File: config.mk
export PLATFORM = sky130hd
export DESIGN_NAME = qdiv_seq
export DESIGN_NICKNAME = d
export VERILOG_FILES = /design/src/rtl/qdiv_seq.sv
export SDC_FILE = /design/constraint.sdc
export NUM_CORES = 1
export LEC_CHECK = 0
export BUFFER_PORTS_ARGS = -buffer_cell sky130_fd_sc_hd__buf_4
export CAP_MARGIN = 20
export CORE_UTILIZATION = 40
export DETAILED_ROUTE_END_ITERATION = 8
export SLEW_MARGIN = 20
export SYNTH_ARGS = -nofsm -noshare
export SYNTH_HDL_FRONTEND = slang
export SYNTH_SLANG_ARGS = --single-unit
File: constraint.sdc
create_clock -name clk -period 3.8 [get_ports clk]
set_input_delay 0 -clock clk [delete_from_list [all_inputs] [get_ports clk]]
set_output_delay 0 -clock clk [all_outputs]
set_load 0.02 [all_outputs]
File: src/rtl/qdiv_seq.sv
// -----------------------------------------------------------------------------
// qdiv_seq: iterative restoring divider for sign-magnitude Q-format words.
//
// The dividend is normally the difference word from the fixed-point subtractor.
// The divider produces one quotient bit per cycle and has a valid/ready
// handshake on both sides. Only one transaction is in flight at a time.
//
// Parameters
//   Q   number of fractional bits
//   N   total word width (1 sign bit + N-1 magnitude bits)
//
// Ports
//   clk        clock, rising edge
//   rst        asynchronous active-high reset
//   in_valid   dividend/divisor pair presented
//   in_ready   block can accept a pair (registered)
//   dividend   sign-magnitude dividend
//   divisor    sign-magnitude divisor
//   out_valid  quotient and flags valid (registered)
//   out_ready  downstream accepts the result
//   quotient   sign-magnitude quotient (registered)
//   ovf        magnitude saturated, or divide-by-zero (registered)
//   dbz        divisor magnitude was zero (registered)
//
// Optional build macro
//   QDIV_ROUND_EN  runs one extra iteration for a guard bit and rounds the
//                  magnitude half away from zero (latency +1). When the macro
//                  is undefined the magnitude is truncated toward zero.
// -----------------------------------------------------------------------------
module qdiv_seq #(
    parameter int unsigned Q = 15,
    parameter int unsigned N = 32
) (
    input  logic         clk,
    input  logic         rst,
    input  logic         in_valid,
    output logic         in_ready,
    input  logic [N-1:0] dividend,
    input  logic [N-1:0] divisor,
    output logic         out_valid,
    input  logic         out_ready,
    output logic [N-1:0] quotient,
    output logic         ovf,
    output logic         dbz
);

    // Magnitude width.
    localparam int unsigned M  = N - 1;
`ifdef QDIV_ROUND_EN
    // One extra iteration yields the guard bit.
    localparam int unsigned G  = 1;
`else
    localparam int unsigned G  = 0;
`endif
    // Shift register / iteration count: {magnitude, Q zeros[, guard slot]}.
    localparam int unsigned SW = M + Q + G;
    localparam int unsigned CW = $clog2(SW + 1);

    typedef enum logic [1:0] {
        IDLE,
        BUSY,
        DONE
    } state_t;

    state_t        state;
    logic          sign_r;
    logic [M-1:0]  dvs_r;
    logic [SW-1:0] sreg;
    logic [N-1:0]  rem;
    logic [CW-1:0] cnt;

    // One restoring step. sreg shifts dividend bits out of its top and
    // quotient bits into its bottom, so after SW steps it holds the raw
    // quotient. The shifted remainder is kept one bit wider so the trial
    // compare sees every bit.
    logic [N:0]    rem_sh;
    logic          qbit;
    logic [N-1:0]  rem_nx;
    logic [SW-1:0] sreg_nx;

    always_comb begin
        rem_sh  = {rem, sreg[SW-1]};
        qbit    = (rem_sh >= {2'b00, dvs_r});
        rem_nx  = qbit ? N'(rem_sh - {2'b00, dvs_r}) : rem_sh[N-1:0];
        sreg_nx = {sreg[SW-2:0], qbit};
    end

    // Final magnitude and overflow, evaluated on the last step's result.
    logic [M-1:0] mag_fin;
    logic         ovf_fin;

`ifdef QDIV_ROUND_EN
    logic [M+Q-1:0] raw_q;
    logic [M:0]     rnd_q;

    always_comb begin
        raw_q   = sreg_nx[SW-1:1];
        rnd_q   = {1'b0, raw_q[M-1:0]} + {{M{1'b0}}, sreg_nx[0]};
        mag_fin = '0;
        ovf_fin = 1'b0;
        // Saturate on integer overflow or on a carry out of the increment.
        if ((|raw_q[M+Q-1:M]) || rnd_q[M]) begin
            mag_fin = '1;
            ovf_fin = 1'b1;
        end else begin
            mag_fin = rnd_q[M-1:0];
        end
    end
`else
    always_comb begin
        mag_fin = '0;
        ovf_fin = 1'b0;
        // Any quotient bit above the magnitude field means saturation.
        if (|sreg_nx[SW-1:M]) begin
            mag_fin = '1;
            ovf_fin = 1'b1;
        end else begin
            mag_fin = sreg_nx[M-1:0];
        end
    end
`endif

    // Control FSM with registered outputs.
    always_ff @(posedge clk or posedge rst) begin
        if (rst) begin
            state     <= IDLE;
            in_ready  <= 1'b1;
            out_valid <= 1'b0;
            quotient  <= '0;
            ovf       <= 1'b0;
            dbz       <= 1'b0;
            sign_r    <= 1'b0;
            dvs_r     <= '0;
            sreg      <= '0;
            rem       <= '0;
            cnt       <= '0;
        end else begin
            case (state)
                IDLE: begin
                    if (in_valid && in_ready) begin
                        sign_r   <= dividend[N-1] ^ divisor[N-1];
                        dvs_r    <= divisor[M-1:0];
                        in_ready <= 1'b0;
                        if (divisor[M-1:0] == '0) begin
                            // Divide-by-zero: finish immediately, saturated.
                            quotient  <= {dividend[N-1] ^ divisor[N-1], {M{1'b1}}};
                            ovf       <= 1'b1;
                            dbz       <= 1'b1;
                            out_valid <= 1'b1;
                            state     <= DONE;
                        end else begin
                            sreg  <= {dividend[M-1:0], {(Q + G){1'b0}}};
                            rem   <= '0;
                            cnt   <= CW'(SW);
                            state <= BUSY;
                        end
                    end
                end

                BUSY: begin
                    sreg <= sreg_nx;
                    rem  <= rem_nx;
                    cnt  <= cnt - CW'(1);
                    // Last step: counter about to reach zero.
                    if (cnt == CW'(1)) begin
                        // Zero magnitude never carries a negative sign.
                        quotient  <= {sign_r & (|mag_fin), mag_fin};
                        ovf       <= ovf_fin;
                        dbz       <= 1'b0;
                        out_valid <= 1'b1;
                        state     <= DONE;
                    end
                end

                DONE: begin
                    // Result held until downstream takes it.
                    if (out_ready) begin
                        out_valid <= 1'b0;
                        in_ready  <= 1'b1;
                        state     <= IDLE;
                    end
                end

                default: begin
                    state <= IDLE;
                end
            endcase
        end
    end

endmodule

# Yosys cells after proc, flatten, opt, wreduce, memory -nomap -nowiden

Cells that the tools add are included.

Order comparisons: 1
Reductions and logical operators: 14
Add/sub/neg operators: 2
Equal/unequal tests: 8
Multiplexer cells: 33
Bitwise gates (word level): 2

Operators with widths:

| operator            | count |
|---|---|
| $mux 32             | 6 |
| $pmux 32 s2         | 2 |
| $mux 46             | 2 |
| $pmux 46 s2         | 1 |
| $ge 33x31->1        | 1 |
| $sub 32x31->32      | 1 |
| $logic_not 31->1    | 1 |
| $mux 31             | 1 |
| $reduce_or 31->1    | 1 |
| $reduce_or 15->1    | 1 |
| $mux 6              | 2 |
| $pmux 6 s2          | 1 |
| $ne 2x2->1 const B  | 5 |
| $mux 1              | 9 |
| $reduce_and 3->1    | 3 |
| $mux 2              | 4 |
| $eq 6x1->1 const B  | 1 |
| $pmux 1 s2          | 3 |
| $pmux 2 s3          | 1 |
| $sub 6x1->6 const B | 1 |
| $reduce_and 5->1    | 1 |
| $reduce_and 4->1    | 1 |
| $reduce_bool 2->1   | 2 |
| $pmux 1 s3          | 1 |
| other kinds (8)     | 8 |

Logic and storage cells: 71
Input port bits: 68
Register bits: 154
Output and inout bits: 36

# Depth between registers and ports, before layout

Depth after elaboration: 6
Mapped depth: 13
Depth with buffers taken out: 12

# Least setup slack after synthesis

Ideal clock, no wire load.

Kind: flip-flop to flip-flop
Start point: register rem[20]
End point: register rem[17]
Required time: 3.668 ns
Path slack: 1.247 ns
Cell stages (with the launch flop): 12
Path buffers: 2
Data arrival time: 2.421 ns
Clock period less this slack: 2.553 ns
Library setup time: 0.132 ns
Cells stage by stage: dfrtp_1 > ha_1 > buf_6 > a21o_1 > a31oi_2 > nand2_1 > a211o_1 > a2111o_1 > nand2_4 > buf_6 > mux2i_1 > o21ai_1

Word-level cells in the longest chain between the ends: 3

Ends and longest elaborated chain:

| element                | RTL line | source |
|---|---|---|
| from (decl)            | 69       | `logic [N-1:0] rem;` |
| from (signal assigned) | 162      | `rem <= rem_nx;` |
| $ge 33x31->1           | 83       | `qbit = (rem_sh >= {2'b00, dvs_r});` |
| $mux 32                | 84       | `rem_nx = qbit ? N'(rem_sh - {2'b00, dvs_r}) : rem_sh[N-1:0];` |
| $pmux 32 s2            | 138      | `case (state)` |

No other way between the ends.
A chain may end at the register's enable or synchronous reset.

# Final worst setup path

Start point: register rem[19]
End point: register rem[31]

Word-level cells in the longest chain between the ends: 3
Elaborated cells between the ends (all ways): 4
Those cells by class: add/sub (1); order compare (1); mux (2)

Ends and longest elaborated chain:

| element                                        | RTL line |
|---|---|
| $sub 32x31->32 or $ge 33x31->1 (tied branches) | 84, 83 |
| $mux 32 (*)                                    | 84 |
| $pmux 32 s2 (*)                                | 138 |

Every way passes the cells marked *; elsewhere a longest branch is shown, timed or not.

==> qor.csv <==
stage;metric;value;unit
run_status;status;completed;
route;Post-DRT Antenna Nets;0;
global_route;vias in the first global route;6858;
placed_design;Port Buffers;103;
route;final wirelength;21110;um
final_layout;Fillers;1901;
yosys;YS warnings;0;
timing;min cycle time layout;3163;ps
clock_tree;clock latency on the worst-skew pair;430;ps
worst_setup_path;CP Data Required Time;4090;ps
route;# DRC;0;
yosys;post-synth cell types;56;
yosys;Seq/Total Area, Yosys;0.4680;
global_route;All-Layer GR Usage;0.2060;
yosys;Compound-Gate Fraction of Synth Area;0.1949;
clock_tree;# H-tree levels;4;
power_and_ir_drop;Cell Int Power;5.030;mW
clock_tree;CTS buffer count;17;
timing;final worst slack;636.7;ps
placed_design;pre-CTS WS;688.9;ps
yosys;Syn Nets;999;
placed_design;dpl hpwl;13810;um
timing;RSZ-0062 raised after global routing;no;
route;via count;6979;
global_route;initial antenna violation count;0;
timing;WHS;23.32;ps
floorplan;FP Rows;52;
placed_design;placed insts;1228;
final_layout;Layout Utilization;0.5170;
final_layout;count of nets after finishing;1146;
yosys;Mapped Area;8237;um2
yosys;Post-synth ARST share;1.000;
worst_hold_path;min-delay worst type;in -> async;
final_layout;Layout Cells excl Fill;1327;
power_and_ir_drop;final total power;9.200;mW
yosys;EDFF count, synth;0;
clock_tree;clock tree root driver cell;clkbuf_16;
timing;period utilisation layout;0.8324;
power_and_ir_drop;peak supply drop;0.3816;mV
yosys;Simple-Gate Fraction of Synth Area;0.1515;
worst_setup_path;largest fanout on the critical path;53;
timing;Slew HR;0.4571;
clock_tree;clk buf depth;2;
yosys;most used flip-flop cell after synthesis;dfrtp_1;
global_route;largest net degree at the start of global routing;112;
clock_tree;setup bufs post-CTS;0;
route;First-pass DRT Iterations;7;
timing;final setup fails;0;
floorplan;full die area;21170;um2
placed_design;Post-DP Area;9211;um2
floorplan;die span in x;145.5;um
power_and_ir_drop;Leak;4.799;nW
yosys;syn avg cell area;9.182;um2
clock_tree;TritonCTS clock tree;done;
yosys;#FFs+latches synth;154;
route;Iter 0 DRT Violations;365;
timing;final hold vios;0;
placed_design;RePlAce Congestion;0.8919;
global_route;gr ovfl total;0;
global_route;first-pass GRT wire length;35070;um
timing;clk_skew;13.74;ps
worst_setup_path;Crit Path Class;reg -> reg;
yosys;Post-Synth Adder-Cell Area;0.05256;
power_and_ir_drop;Clk pwr share;0.182;
worst_setup_path;CP Launch Type;flop;
route;WL/cell;15.91;um
timing;Fmax achieved;316.1;MHz
timing;Max Slew Vio Count;0;
floorplan;Top-Level Pins;104;
clock_tree;post-CTS resize count;0;
clock_tree;CTS clk-pin slew, worst paths;70;ps
yosys;main combinational cell family by area after synthesis;compound AO/OA/AOI/OAI gates;
final_layout;fin area;10460;um2
power_and_ir_drop;Reg power frac;0.294;
final_layout;area grow syn2layout;27.01;%
worst_setup_path;Crit. End Element;flop;
clock_tree;CTS Sinks;154;
worst_setup_path;Arr. time, crit path;3460;ps
final_layout;Inserted Diodes;0;
power_and_ir_drop;Psw;4.170;mW
final_layout;layout cells sized above 1;0.1504;
route;DR vias/cell;5.259;
timing;TNS Setup;0;ps
timing;Least-Margin Pin Slew;814.3;ps
yosys;Syn Inst Count;897;
power_and_ir_drop;Logic pwr share;0.524;
floorplan;chip height;145.5;um
floorplan;core area;20230;um2
worst_setup_path;worst reg2reg setup slack;640;ps
yosys;XOR/XNOR Fraction of Synth Area;0.03403;
power_and_ir_drop;switching share of total power;0.4533;
floorplan;Starting Density;0.4071;
power_and_ir_drop;PD cells;879.4;nW/um2
flow_run;Max Cap Viol;0;
yosys;mux cell area share after synthesis;0.04755;
[state kept, by name, indices dropped and copies added (netlist names)]
signal     count
sreg          46
quotient      32
rem           32
dvs_r         31
cnt            6
state          2
dbz            1
in_ready       1
out_valid      1
ovf            1
sign_r         1
[worst paths after layout]
| check | from | end | cells after the start |
|---|---|---|---|
| hold reg to reg | rem[31] | rem[31] | 2 |
| hold / removal | rst | dvs_r[5] | 3 |
| setup reg to reg | rem[19] | rem[31] | 10 |
| setup / recovery | rem[19] | rem[31] | 10 |
| max in group asynchronous | rst | cnt[2] | 4 |
| min in group clk | divisor[31] | quotient[31] | 4 |
[cell usage after synthesis (2+ instances only)]
master | count | area [um2]
a211o_1 | 2 | 17.52
a211oi_1 | 2 | 15.01
a21boi_0 | 2 | 15.01
a21o_1 | 13 | 97.59
a21oi_1 | 49 | 245.2
a221oi_1 | 2 | 17.52
a22o_1 | 2 | 17.52
a31oi_1 | 7 | 43.79
a32oi_1 | 7 | 61.31
and2_1 | 3 | 18.77
and3_1 | 4 | 25.02
buf_1 | 3 | 11.26
buf_2 | 9 | 45.04
buf_4 | 2 | 15.01
buf_6 | 4 | 45.04
clkbuf_1 | 34 | 127.6
dfrtp_1 | 153 | 3829
ha_1 | 33 | 412.9
inv_1 | 48 | 180.2
mux2i_1 | 38 | 380.4
nand2_1 | 139 | 521.8
nand2b_1 | 6 | 37.54
nand3_1 | 29 | 145.1
nand4_1 | 12 | 75.07
nor2_1 | 39 | 146.4
nor2b_1 | 6 | 37.54
nor3_1 | 13 | 65.06
nor4_1 | 21 | 131.4
o211ai_1 | 3 | 22.52
o21a_1 | 4 | 30.03
o21ai_0 | 90 | 450.4
o21ai_1 | 28 | 140.1
o21bai_1 | 3 | 22.52
o221ai_1 | 2 | 17.52
o22a_1 | 31 | 271.5
o22ai_1 | 2 | 12.51
or3_1 | 3 | 18.77
xnor2_1 | 18 | 157.7
xor2_1 | 14 | 122.6
[cells by family after synthesis]
family / after synthesis
and+or+nand+nor: 278
AOI/OAI and AO/OA: 260
DFF: 154
buffers and inverters: 100
muxes: 39
adders and majority gates: 34
xor gates and xnor gates: 32
[power groups by stage]
| stage | Clock (mW) | Sequential, mW | Combinational (mW) |
|---|---|---|---|
| finish | 1.67 | 2.71 | 4.82 |
| global placement | 0 | 2.72 | 4.69 |
| CTS | 1.71 | 2.71 | 4.83 |
| detailed placement | 0 | 2.73 | 4.75 |
| floorplan | 0 | 2.61 | 3.86 |
| global route | 1.78 | 2.80 | 5.42 |
[routing by layer]
layer | share of wire | up-vias | track usage
met5 | 0 | - | 0
met4 | 0.015 | 0 | 0.06158
met3 | 0.027 | 24 | 0.03824
met2 | 0.47 | 121 | 0.3329
met1 | 0.49 | 3364 | 0.2815
li1 | - | 3470 | -
[cell type report]
cell class,count,area (um2),area share
multi-input combinational,643,3974,0.3799
sequential,154,3855,0.3685
timing repair buffer,180,1531,0.1464
clock buffer,17,425.4,0.04066
tap,270,337.8,0.03229
inverter,48,183.9,0.01758
clock inverter,15,153.9,0.01471
[critical path, cell delays in order, from the launching register on]
cell and delay [ps]:
dfrtp_1 400, ha_1 450, nand4_1 220, nor4_1 490, a31oi_1 180, o21ai_0 190
a2111o_1 170, nand2_4 330, a211oi_2 350, xnor2_1 140, o21ai_1 70
[placed cells by master, fill, tap and decap left out, types with 5 or more instances in the layout]
cell type,synthesis,routed
a21o_1,13,13
a21oi_1,49,49
a31oi_1,7,7
a32oi_1,7,7
buf_4,2,112
clkbuf_16,0,17
dfrtp_1,153,153
dlygate4sd3_1,0,67
ha_1,33,33
inv_1,48,47
inv_8,0,6
mux2i_1,38,38
nand2_1,139,139
nand2b_1,6,6
nand3_1,29,29
nand4_1,12,12
nor2_1,39,38
nor2b_1,6,5
nor3_1,13,12
nor4_1,21,21
o21ai_0,90,90
o21ai_1,28,28
o22a_1,31,31
xnor2_1,18,18
xor2_1,14,14
[repair_timing]
action / 4_1_cts / 5_1_grt
endpoints found under the hold margin: 218 / 0
hold buffers: 67 / 0
endpoints found under the setup margin: 0 / 0
(Power assumes the default switching activity.)
